File: src/rtl/dmem_arbiter_if.sv
// Bundle of the two requester ports and the data-memory port of dmem_arbiter.
// The slave modport is the arbiter's view; the master modport is the environment.
interface dmem_arbiter_if #(
  parameter int ADDR_W = 32,
  parameter int DATA_W = 32
);
  logic              m0_req;
  logic              m0_we;
  logic [ADDR_W-1:0] m0_addr;
  logic [DATA_W-1:0] m0_wdata;
  logic [DATA_W-1:0] m0_rdata;
  logic              m0_ack;

  logic              m1_req;
  logic              m1_we;
  logic [ADDR_W-1:0] m1_addr;
  logic [DATA_W-1:0] m1_wdata;
  logic [DATA_W-1:0] m1_rdata;
  logic              m1_ack;

  logic              mem_en;
  logic              mem_we;
  logic [ADDR_W-1:0] mem_addr;
  logic [DATA_W-1:0] mem_wdata;
  logic [DATA_W-1:0] mem_rdata;

  logic              busy;
  logic [1:0]        fsm_state;

  modport slave (
    input  m0_req, m0_we, m0_addr, m0_wdata,
    input  m1_req, m1_we, m1_addr, m1_wdata,
    input  mem_rdata,
    output m0_rdata, m0_ack, m1_rdata, m1_ack,
    output mem_en, mem_we, mem_addr, mem_wdata,
    output busy, fsm_state
  );

  modport master (
    output m0_req, m0_we, m0_addr, m0_wdata,
    output m1_req, m1_we, m1_addr, m1_wdata,
    output mem_rdata,
    input  m0_rdata, m0_ack, m1_rdata, m1_ack,
    input  mem_en, mem_we, mem_addr, mem_wdata,
    input  busy, fsm_state
  );
endinterface

File: src/rtl/dmem_arbiter.sv
// Round-robin arbiter sharing one data memory between the CPU load/store port (0)
// and the debug/loader port (1); one transaction at a time, fixed memory latency.
module dmem_arbiter #(
  parameter int ADDR_W      = 32,
  parameter int DATA_W      = 32,
  parameter int MEM_LATENCY = 1
) (
  input  logic           clk,
  input  logic           reset,
  dmem_arbiter_if.slave  bus
);

  // Handshake: a requester raises mX_req with we/addr/wdata stable and holds them
  // until mX_ack pulses for one cycle; the arbiter only samples them while IDLE.
  // mem_rdata is sampled on the MEM_LATENCY-th rising edge after mem_en is raised,
  // the edge that closes the ISSUE cycle counting as the first.
  typedef enum logic [1:0] {
    S_IDLE  = 2'd0,
    S_ISSUE = 2'd1,
    S_WAIT  = 2'd2,
    S_ACK   = 2'd3
  } state_t;

  localparam logic [3:0] LAT_LOAD = 4'(MEM_LATENCY - 1);
  localparam logic [ADDR_W-1:0] WORD_MASK = ~(ADDR_W'(3));

  state_t            state;
  logic              last_grant;
  logic              grant;
  logic              xfer_we;
  logic [3:0]        lat_cnt;

  logic              mem_en_q;
  logic              mem_we_q;
  logic [ADDR_W-1:0] mem_addr_q;
  logic [DATA_W-1:0] mem_wdata_q;
  logic [DATA_W-1:0] rdata0_q;
  logic [DATA_W-1:0] rdata1_q;
  logic              ack0_q;
  logic              ack1_q;

  logic              any_req;
  logic              win;
  logic              win_we;
  logic [ADDR_W-1:0] win_addr;
  logic [DATA_W-1:0] win_wdata;
  logic              data_ready;

  always_comb begin
    any_req    = bus.m0_req | bus.m1_req;
    // Port 1 wins when alone, or on a tie when port 0 was served last.
    win        = bus.m1_req & (~bus.m0_req | ~last_grant);
    win_we     = win ? bus.m1_we    : bus.m0_we;
    win_addr   = (win ? bus.m1_addr : bus.m0_addr) & WORD_MASK;
    win_wdata  = win ? bus.m1_wdata : bus.m0_wdata;
    data_ready = ((state == S_ISSUE) && (MEM_LATENCY == 1)) ||
                 ((state == S_WAIT) && (lat_cnt == 4'd1));
  end

  always_ff @(posedge clk or posedge reset) begin
    if (reset) begin
      state       <= S_IDLE;
      last_grant  <= 1'b1;
      grant       <= 1'b0;
      xfer_we     <= 1'b0;
      lat_cnt     <= '0;
      mem_en_q    <= 1'b0;
      mem_we_q    <= 1'b0;
      mem_addr_q  <= '0;
      mem_wdata_q <= '0;
      rdata0_q    <= '0;
      rdata1_q    <= '0;
      ack0_q      <= 1'b0;
      ack1_q      <= 1'b0;
    end else begin
      ack0_q <= 1'b0;
      ack1_q <= 1'b0;

      case (state)
        S_IDLE: begin
          if (any_req) begin
            grant       <= win;
            xfer_we     <= win_we;
            mem_en_q    <= 1'b1;
            mem_we_q    <= win_we;
            mem_addr_q  <= win_addr;
            mem_wdata_q <= win_wdata;
            state       <= S_ISSUE;
          end
        end
        S_ISSUE: begin
          mem_en_q    <= 1'b0;
          mem_we_q    <= 1'b0;
          mem_addr_q  <= '0;
          mem_wdata_q <= '0;
          lat_cnt     <= LAT_LOAD;
          state       <= S_WAIT;
        end
        S_WAIT: begin
          lat_cnt <= lat_cnt - 4'd1;
        end
        S_ACK: begin
          last_grant <= grant;
          state      <= S_IDLE;
        end
        default: state <= S_IDLE;
      endcase

      // With MEM_LATENCY=1 this fires out of ISSUE and overrides the WAIT transition.
      if (data_ready) begin
        state <= S_ACK;
        if (grant) begin
          ack1_q   <= 1'b1;
          rdata1_q <= xfer_we ? '0 : bus.mem_rdata;
        end else begin
          ack0_q   <= 1'b1;
          rdata0_q <= xfer_we ? '0 : bus.mem_rdata;
        end
      end
    end
  end

  assign bus.mem_en    = mem_en_q;
  assign bus.mem_we    = mem_we_q;
  assign bus.mem_addr  = mem_addr_q;
  assign bus.mem_wdata = mem_wdata_q;
  assign bus.m0_ack    = ack0_q;
  assign bus.m1_ack    = ack1_q;
  assign bus.m0_rdata  = rdata0_q;
  assign bus.m1_rdata  = rdata1_q;
  assign bus.busy      = (state != S_IDLE);
  assign bus.fsm_state = state;

endmodule
File: src/flat_wrapper.sv
// flat-port wrapper written by rule: the top's interface ports become plain ports
module dmem_arbiter_flat 
#(
  parameter int ADDR_W      = 32,
  parameter int DATA_W      = 32,
  parameter int MEM_LATENCY = 1
)
  (clk, reset, bus_m0_req, bus_m0_we, bus_m0_addr, bus_m0_wdata, bus_m1_req, bus_m1_we, bus_m1_addr, bus_m1_wdata, bus_mem_rdata, bus_m0_rdata, bus_m0_ack, bus_m1_rdata, bus_m1_ack, bus_mem_en, bus_mem_we, bus_mem_addr, bus_mem_wdata, bus_busy, bus_fsm_state);
  dmem_arbiter_if #(.ADDR_W(ADDR_W), .DATA_W(DATA_W)) bus_i ();
  input  logic clk;
  input  logic reset;
  input wire logic [$bits(bus_i.m0_req)-1:0] bus_m0_req;
  input wire logic [$bits(bus_i.m0_we)-1:0] bus_m0_we;
  input wire logic [$bits(bus_i.m0_addr)-1:0] bus_m0_addr;
  input wire logic [$bits(bus_i.m0_wdata)-1:0] bus_m0_wdata;
  input wire logic [$bits(bus_i.m1_req)-1:0] bus_m1_req;
  input wire logic [$bits(bus_i.m1_we)-1:0] bus_m1_we;
  input wire logic [$bits(bus_i.m1_addr)-1:0] bus_m1_addr;
  input wire logic [$bits(bus_i.m1_wdata)-1:0] bus_m1_wdata;
  input wire logic [$bits(bus_i.mem_rdata)-1:0] bus_mem_rdata;
  output wire logic [$bits(bus_i.m0_rdata)-1:0] bus_m0_rdata;
  output wire logic [$bits(bus_i.m0_ack)-1:0] bus_m0_ack;
  output wire logic [$bits(bus_i.m1_rdata)-1:0] bus_m1_rdata;
  output wire logic [$bits(bus_i.m1_ack)-1:0] bus_m1_ack;
  output wire logic [$bits(bus_i.mem_en)-1:0] bus_mem_en;
  output wire logic [$bits(bus_i.mem_we)-1:0] bus_mem_we;
  output wire logic [$bits(bus_i.mem_addr)-1:0] bus_mem_addr;
  output wire logic [$bits(bus_i.mem_wdata)-1:0] bus_mem_wdata;
  output wire logic [$bits(bus_i.busy)-1:0] bus_busy;
  output wire logic [$bits(bus_i.fsm_state)-1:0] bus_fsm_state;
  assign bus_i.m0_req = bus_m0_req;
  assign bus_i.m0_we = bus_m0_we;
  assign bus_i.m0_addr = bus_m0_addr;
  assign bus_i.m0_wdata = bus_m0_wdata;
  assign bus_i.m1_req = bus_m1_req;
  assign bus_i.m1_we = bus_m1_we;
  assign bus_i.m1_addr = bus_m1_addr;
  assign bus_i.m1_wdata = bus_m1_wdata;
  assign bus_i.mem_rdata = bus_mem_rdata;
  assign bus_m0_rdata = bus_i.m0_rdata;
  assign bus_m0_ack = bus_i.m0_ack;
  assign bus_m1_rdata = bus_i.m1_rdata;
  assign bus_m1_ack = bus_i.m1_ack;
  assign bus_mem_en = bus_i.mem_en;
  assign bus_mem_we = bus_i.mem_we;
  assign bus_mem_addr = bus_i.mem_addr;
  assign bus_mem_wdata = bus_i.mem_wdata;
  assign bus_busy = bus_i.busy;
  assign bus_fsm_state = bus_i.fsm_state;
  dmem_arbiter #(.ADDR_W(ADDR_W), .DATA_W(DATA_W), .MEM_LATENCY(MEM_LATENCY)) u_core (.clk(clk), .reset(reset), .bus(bus_i));
endmodule
File: config.mk
export PLATFORM = sky130hd
export DESIGN_NAME = dmem_arbiter_flat
export DESIGN_NICKNAME = d
export VERILOG_FILES = /design/src/rtl/dmem_arbiter_if.sv /design/src/rtl/dmem_arbiter.sv /design/src/flat_wrapper.sv
export SDC_FILE = /design/constraint.sdc
export NUM_CORES = 1
export LEC_CHECK = 0
export CORE_UTILIZATION = 35
export CTS_BUF_LIST = sky130_fd_sc_hd__clkbuf_2 sky130_fd_sc_hd__clkbuf_4 sky130_fd_sc_hd__clkbuf_8
export CTS_CLUSTER_DIAMETER = 150
export DETAILED_ROUTE_END_ITERATION = 8
export GPL_TIMING_DRIVEN = 0
export HOLD_SLACK_MARGIN = 0.05
export PLACE_DENSITY = 0.75
export SLEW_MARGIN = 25
export SYNTH_ARGS = -nofsm -noshare
export SYNTH_HDL_FRONTEND = slang
export SYNTH_SLANG_ARGS = --single-unit
File: constraint.sdc
create_clock -name clk -period 4.7 [get_ports clk]
set_input_delay 0.705 -clock clk [delete_from_list [all_inputs] [get_ports clk]]
set_output_delay 0.705 -clock clk [all_outputs]
set_load 0.02 [all_outputs]
Yosys cells after proc, flatten, opt, wreduce, memory -nomap -nowiden
Cells that the tools add are included.

storage, ports and cells
  output and inout bits = 135
  bits in registers = 141
  input bits = 166
  word-level logic and storage cells = 58

cells by class
  bitwise gates (word level) = 6
  mux-type cells = 20
  eq/ne operators = 6
  reductions and logical operators = 12
  $add $sub $neg = 1

operator list
  cell                   count
  $mux W32               5
  $pmux W32 S2           2
  $reduce_and A2 Y1      5
  $pmux W4 S2            1
  $mux W1                7
  $pmux W2 S3            1
  $reduce_bool A2 Y1     3
  $eq A2 B2 Y1 const B   2
  $eq A4 B1 Y1 const B   1
  $mux W2                2
  $pmux W1 S2            2
  $reduce_bool A4 Y1     1
  $sub A4 B1 Y4 const B  1
  $ne A3 B1 Y1 const B   1
  $not A1 Y1             3
  $eq A2 B1 Y1 const B   1
  $logic_not A2 Y1       1
  $ne A2 B1 Y1 const B   1
  $or A1 B1 Y1           2
  $and A1 B1 Y1          1
  $logic_and A1 B1 Y1    1
  $logic_or A1 B1 Y1     1

Depth between registers and ports, before layout
  word-level depth = 6
  mapped depth = 8
  depth with buffers taken out = 5

Least setup slack after synthesis
OpenSTA, ideal clock, no wires.

  path kind = register to register
  from = reg u_core.state[0] (netlist: u_core.bus.fsm_state[0])
  to = reg u_core.rdata1_q[0] (netlist: u_core.bus.m1_rdata[0])
  required time = 4.572 ns
  period minus slack after synthesis = 1.984 ns
  buffers on the path = 1
  stages on the path, launching flop included = 7
  slack = 2.716 ns
  setup time = 0.128 ns
  arrival = 1.856 ns
  cell sequence = dfrtp_1 inv_1 ha_1 and4bb_2 o21ai_2 buf_4 mux2_1

between the ends
  word-level cells in the longest chain between the ends = 4
  elaborated cells between the ends (all ways) = 5
  those cells by class = eq/ne: 2; reduce/logical: 3

RTL lines
  item                                    line                 RTL
  start: declaration                      dmem_arbiter.sv:27   state_t state;
  start signal: assignment                dmem_arbiter.sv:62   state <= S_IDLE;
  start signal: assignment                dmem_arbiter.sv:88   state <= S_ISSUE;
  start signal: assignment                dmem_arbiter.sv:97   state <= S_WAIT;
  $eq A2 B2 Y1                            dmem_arbiter.sv:57   ((state == S_WAIT) && (lat_cnt == 4'd1));
  $logic_and A1 B1 Y1                     dmem_arbiter.sv:57
  $logic_or A1 B1 Y1 (*)                  dmem_arbiter.sv:56   data_ready = ((state == S_ISSUE) && (MEM_LATENCY == 1)) ||
  $reduce_and A2 Y1 (no source line) (*)  -
  end signal: assignment                  dmem_arbiter.sv:114  rdata1_q <= xfer_we ? '0 : bus.mem_rdata;
  end: declaration                        dmem_arbiter.sv:38   logic [DATA_W-1:0] rdata1_q;

Mark *: on every way between the ends. The rest lies on a longest branch, timed or not.
A chain may end at the register's enable or synchronous reset.

Worst setup path in the final report
  from = reg u_core.state[0] (netlist: u_core.bus.fsm_state[0])
  to = out bus_busy

between the ends
  word-level cells in the longest chain between the ends = 1

RTL lines
  item                line                 RTL
  $reduce_bool A2 Y1  dmem_arbiter.sv:131  assign bus.busy = (state != S_IDLE);
  end: declaration    flat_wrapper.sv:29   output wire logic [$bits(bus_i.busy)-1:0] bus_busy;

Every way passes these cells.

==> qor.tcl <==
set qor(ctsHoldBuffers) 0
set qor(slew_violations) 0
set qor(pwr_density_cell_nw_per_um2) 679.2
set qor(cp-start-kind) {flip-flop}
set qor(global_route.usage.total_pct) 21.23
set qor(grt_setup_unrepaired) {no}
set qor(placementRows) 48
set qor(reg2reg_depth) 7
set qor(clock_latency_ns) 0.43
set qor(num_vias) 5129
set qor(synth_top_flop_cell) {dfrtp_1}
set qor(netlist.top_cell.by_area) {dfrtp_1}
set qor(synth_edf_count) 0
set qor(seqCellArea_um2) 3480
set qor(syn_area_um2) 6295
set qor(netlist.area_leader.share_pct) 54.86
set qor(initial_utilization_pct) 36.14
set qor(worst_hold_path_type) {reg -> reg}
set qor(crit_type) {reg -> out}
set qor(post_synthesis_average_cell_area_um2) 13.71
set qor(gp_congestion) 0.7897
set qor(ctsHtreeMaxLevel) 4
set qor(synth_seq_area_share_pct) 55.28
set qor(cts.root.buffer_cell) {clkbuf_8}
set qor(timing_worst_slew_pin_value_ns) 0.6912
set qor(timing.critical_path.fanout_max) 10
set qor(synthDistinctLibCells) 41
set qor(number_of_fill_cells_in_the_layout) 1417
set qor(worst_hold_path.num_cells) 1
set qor(finClkSkew_ns) 0.01506
set qor(fp.coreArea_um2) 17420
set qor(final-setup-viol-count) 0
set qor(period_needed_ns) 2.751
set qor(port_buffers) 294
set qor(cts_made_buffers) 17
set qor(fin_crit_sh_pct) 58.54
set qor(fmaxAchievable_ghz) 0.3635
set qor(post_synth_main_area_contributors) {dfrtp_1 55%, a221o_1 10%, a21boi_2 7.2%}
set qor(worst-endpoint-required_ns) 3.99
set qor(avgViaCountPerCell) 5.073
set qor(globalRoute.totalOverflow) 0
set qor(total_iterations_of_the_first_detailed_routing_run) 7
set qor(fraction_of_layout_cells_with_a_size_suffix_above_1_pct) 17.18
set qor(drt-total-wl_um) 19340
set qor(grt_pass1_vias) 5589
set qor(antenna-diode-count) 0
set qor(run_status) {finished, final reports clean}
set qor(cts.repair_timing.setup_buffer_count) 0
set qor(cellLeakagePower_nw) 4.306
set qor(most-common-layout-cells) {294 x clkdlybuf4s50_1, 138 x dfrtp_1, 63 x a221o_1, 40 x a21boi_2, 34 x mux2_1}
set qor(design.portCount) 301
set qor(endpoint_class_of_the_critical_path) {output pin}
set qor(post_drt_wl_per_cell_um) 19.13
set qor(total_number_of_nets_in_the_final_design) 947
set qor(netlist_instances) 459
set qor(wire_length_of_the_first_global_routing_pass_um) 29860
set qor(dieArea_um2) 18530
set qor(largest_net_degree_at_the_start_of_global_routing) 72
set qor(cts_tree) {built}
set qor(ys_async_sr_fraction_pct) 100.0
set qor(clk_pin_slew_ns) 0.08
set qor(postSynthRegisterBits) 139
set qor(commonest_non_fill_non_tap_cell_in_the_layout) {clkdlybuf4s50_1}
set qor(cts_resized) 0
set qor(synthToLayoutAreaGrowth_pct) 58.80
set qor(die_w_um) 136.1
set qor(antenna_found_initial) 0
set qor(route.detailed.drc) 0
set qor(cts_buffer_depth) 2
set qor(worst_ep_arrival_time_ns) 2.05
set qor(maxCapViolCount) 0
set qor(post-route-worst-setup-slack_ns) 1.949
set qor(peakVddDrop_mv) 0.3442
set qor(antenna_left) 0
set qor(finalHoldViolCount) 0
set qor(cts.sinks) 139
set qor(die_h_um) 136.1
set qor(slew_headroom_pct) 53.92
set qor(dpl.hpwl_um) 14390
set qor(design_power_total_mw) 6.789
set qor(drt_iter0_drcs) 180
set qor(number_of_synthesis_warnings) 0
set qor(multiInputGateArea_um2) 2546
set qor(place_ws_ns) 2.015
-- cell usage after synthesis, drive strengths merged (2+ instances only) --
cell type and count:
inv 10, o22ai 3, o21ai 2, clkbuf 17, a21boi 63, a221o 63, a31oi 2, nor3b 2
dfrtp 138, nand3 3, or3 2, ha 7, nor2b 32, a21oi 2, buf 23, a21o 2
or2 2, mux2 65, nand2 5, nand2b 3
-- sequential cells by signal (all words and copies together) (netlist names) --
name and cells:
u_core.bus.mem_addr 30, u_core.xfer_we 1, u_core.bus.m0_rdata 32, u_core.bus.mem_en 1, u_core.lat_cnt 4, u_core.bus.m0_ack 1, u_core.bus.mem_we 1, u_core.bus.mem_wdata 32
u_core.grant 1, u_core.bus.m1_ack 1, u_core.bus.fsm_state 2, u_core.bus.m1_rdata 32, u_core.last_grant 1
-- cell type report --
cell class                      instances  area share, %
Multi-Input combinational cell        271          25.47
Timing Repair Buffer                  295          29.72
Buffer                                 40          2.353
Clock buffer                           18          2.478
Sequential cell                       139          34.81
Clock inverter                         13          1.903
Inverter                               10         0.4506
Tap cell                              225          2.816
-- per-stage QoR --
stage	instance area (µm²)	util (%)	hold WS [ns]	setup TNS [ns]	instances
4_1_cts	9996	57.39	0.4935	0	1011
5_1_grt	9996	57.39	0.5045	0	1011
6_report	9996	57.39	0.4897	0	1011
3_5_place_dp	9558	54.88	0.4747	0	980
3_3_place_gp	9523	54.68	0.4688	-205.23	979
2_1_floorplan	6299	-	0.4940	0	460
-- kinds of logic after synthesis --
family / count (synthesis) / synth area share [%]
flops: 139 / 55.28
compound gates: 140 / 21.55
mux: 66 / 11.79
simple gates: 56 / 5.605
other cells: 1 / 0.05957
buf+inv: 50 / 4.333
fa+ha+maj: 7 / 1.391
-- routing by layer --
| layer | vias up | part of all wire [%] | GRT usage (%) |
|---|---|---|---|
| li1 | 2352 | - | - |
| met1 | 2516 | 40 | 24.35 |
| met2 | 243 | 51 | 37.37 |
| met3 | 18 | 8.0 | 7.159 |
| met4 | 0 | 1.4 | 5.864 |
| met5 | - | 0 | 0 |
-- report_power, final --
| part | internal [mW] | total (mW) | switching, mW |
|---|---|---|---|
| Sequential | 1.77 | 2.11 | 0.342 |
| Combinational | 1.82 | 3.60 | 1.78 |
| Clock | 0.596 | 1.08 | 0.480 |
-- path summary, 6_finish.rpt --
check                                             start                      end  slack [ns]
worst max-delay path            u_core.bus.fsm_state[0]                 bus_busy        1.95
worst min-delay path            u_core.bus.m0_rdata[25]  u_core.bus.m0_rdata[25]        0.49
worst max register to register  u_core.bus.fsm_state[1]  u_core.bus.mem_addr[15]        2.45
worst min register to register  u_core.bus.m0_rdata[25]  u_core.bus.m0_rdata[25]        0.49
max in group asynchronous                         reset        u_core.last_grant        3.21
min in group asynchronous                         reset   u_core.bus.mem_addr[2]        0.71
-- critical path, stage by stage, from the launching register on --
cell and delay [ns]:
dfrtp_1 0.47, inv_1 0.10, ha_1 0.20, buf_4 0.16, inv_1 0.08, clkdlybuf4s50_1 0.62
Note: power is estimated with default switching activity, not from simulation.
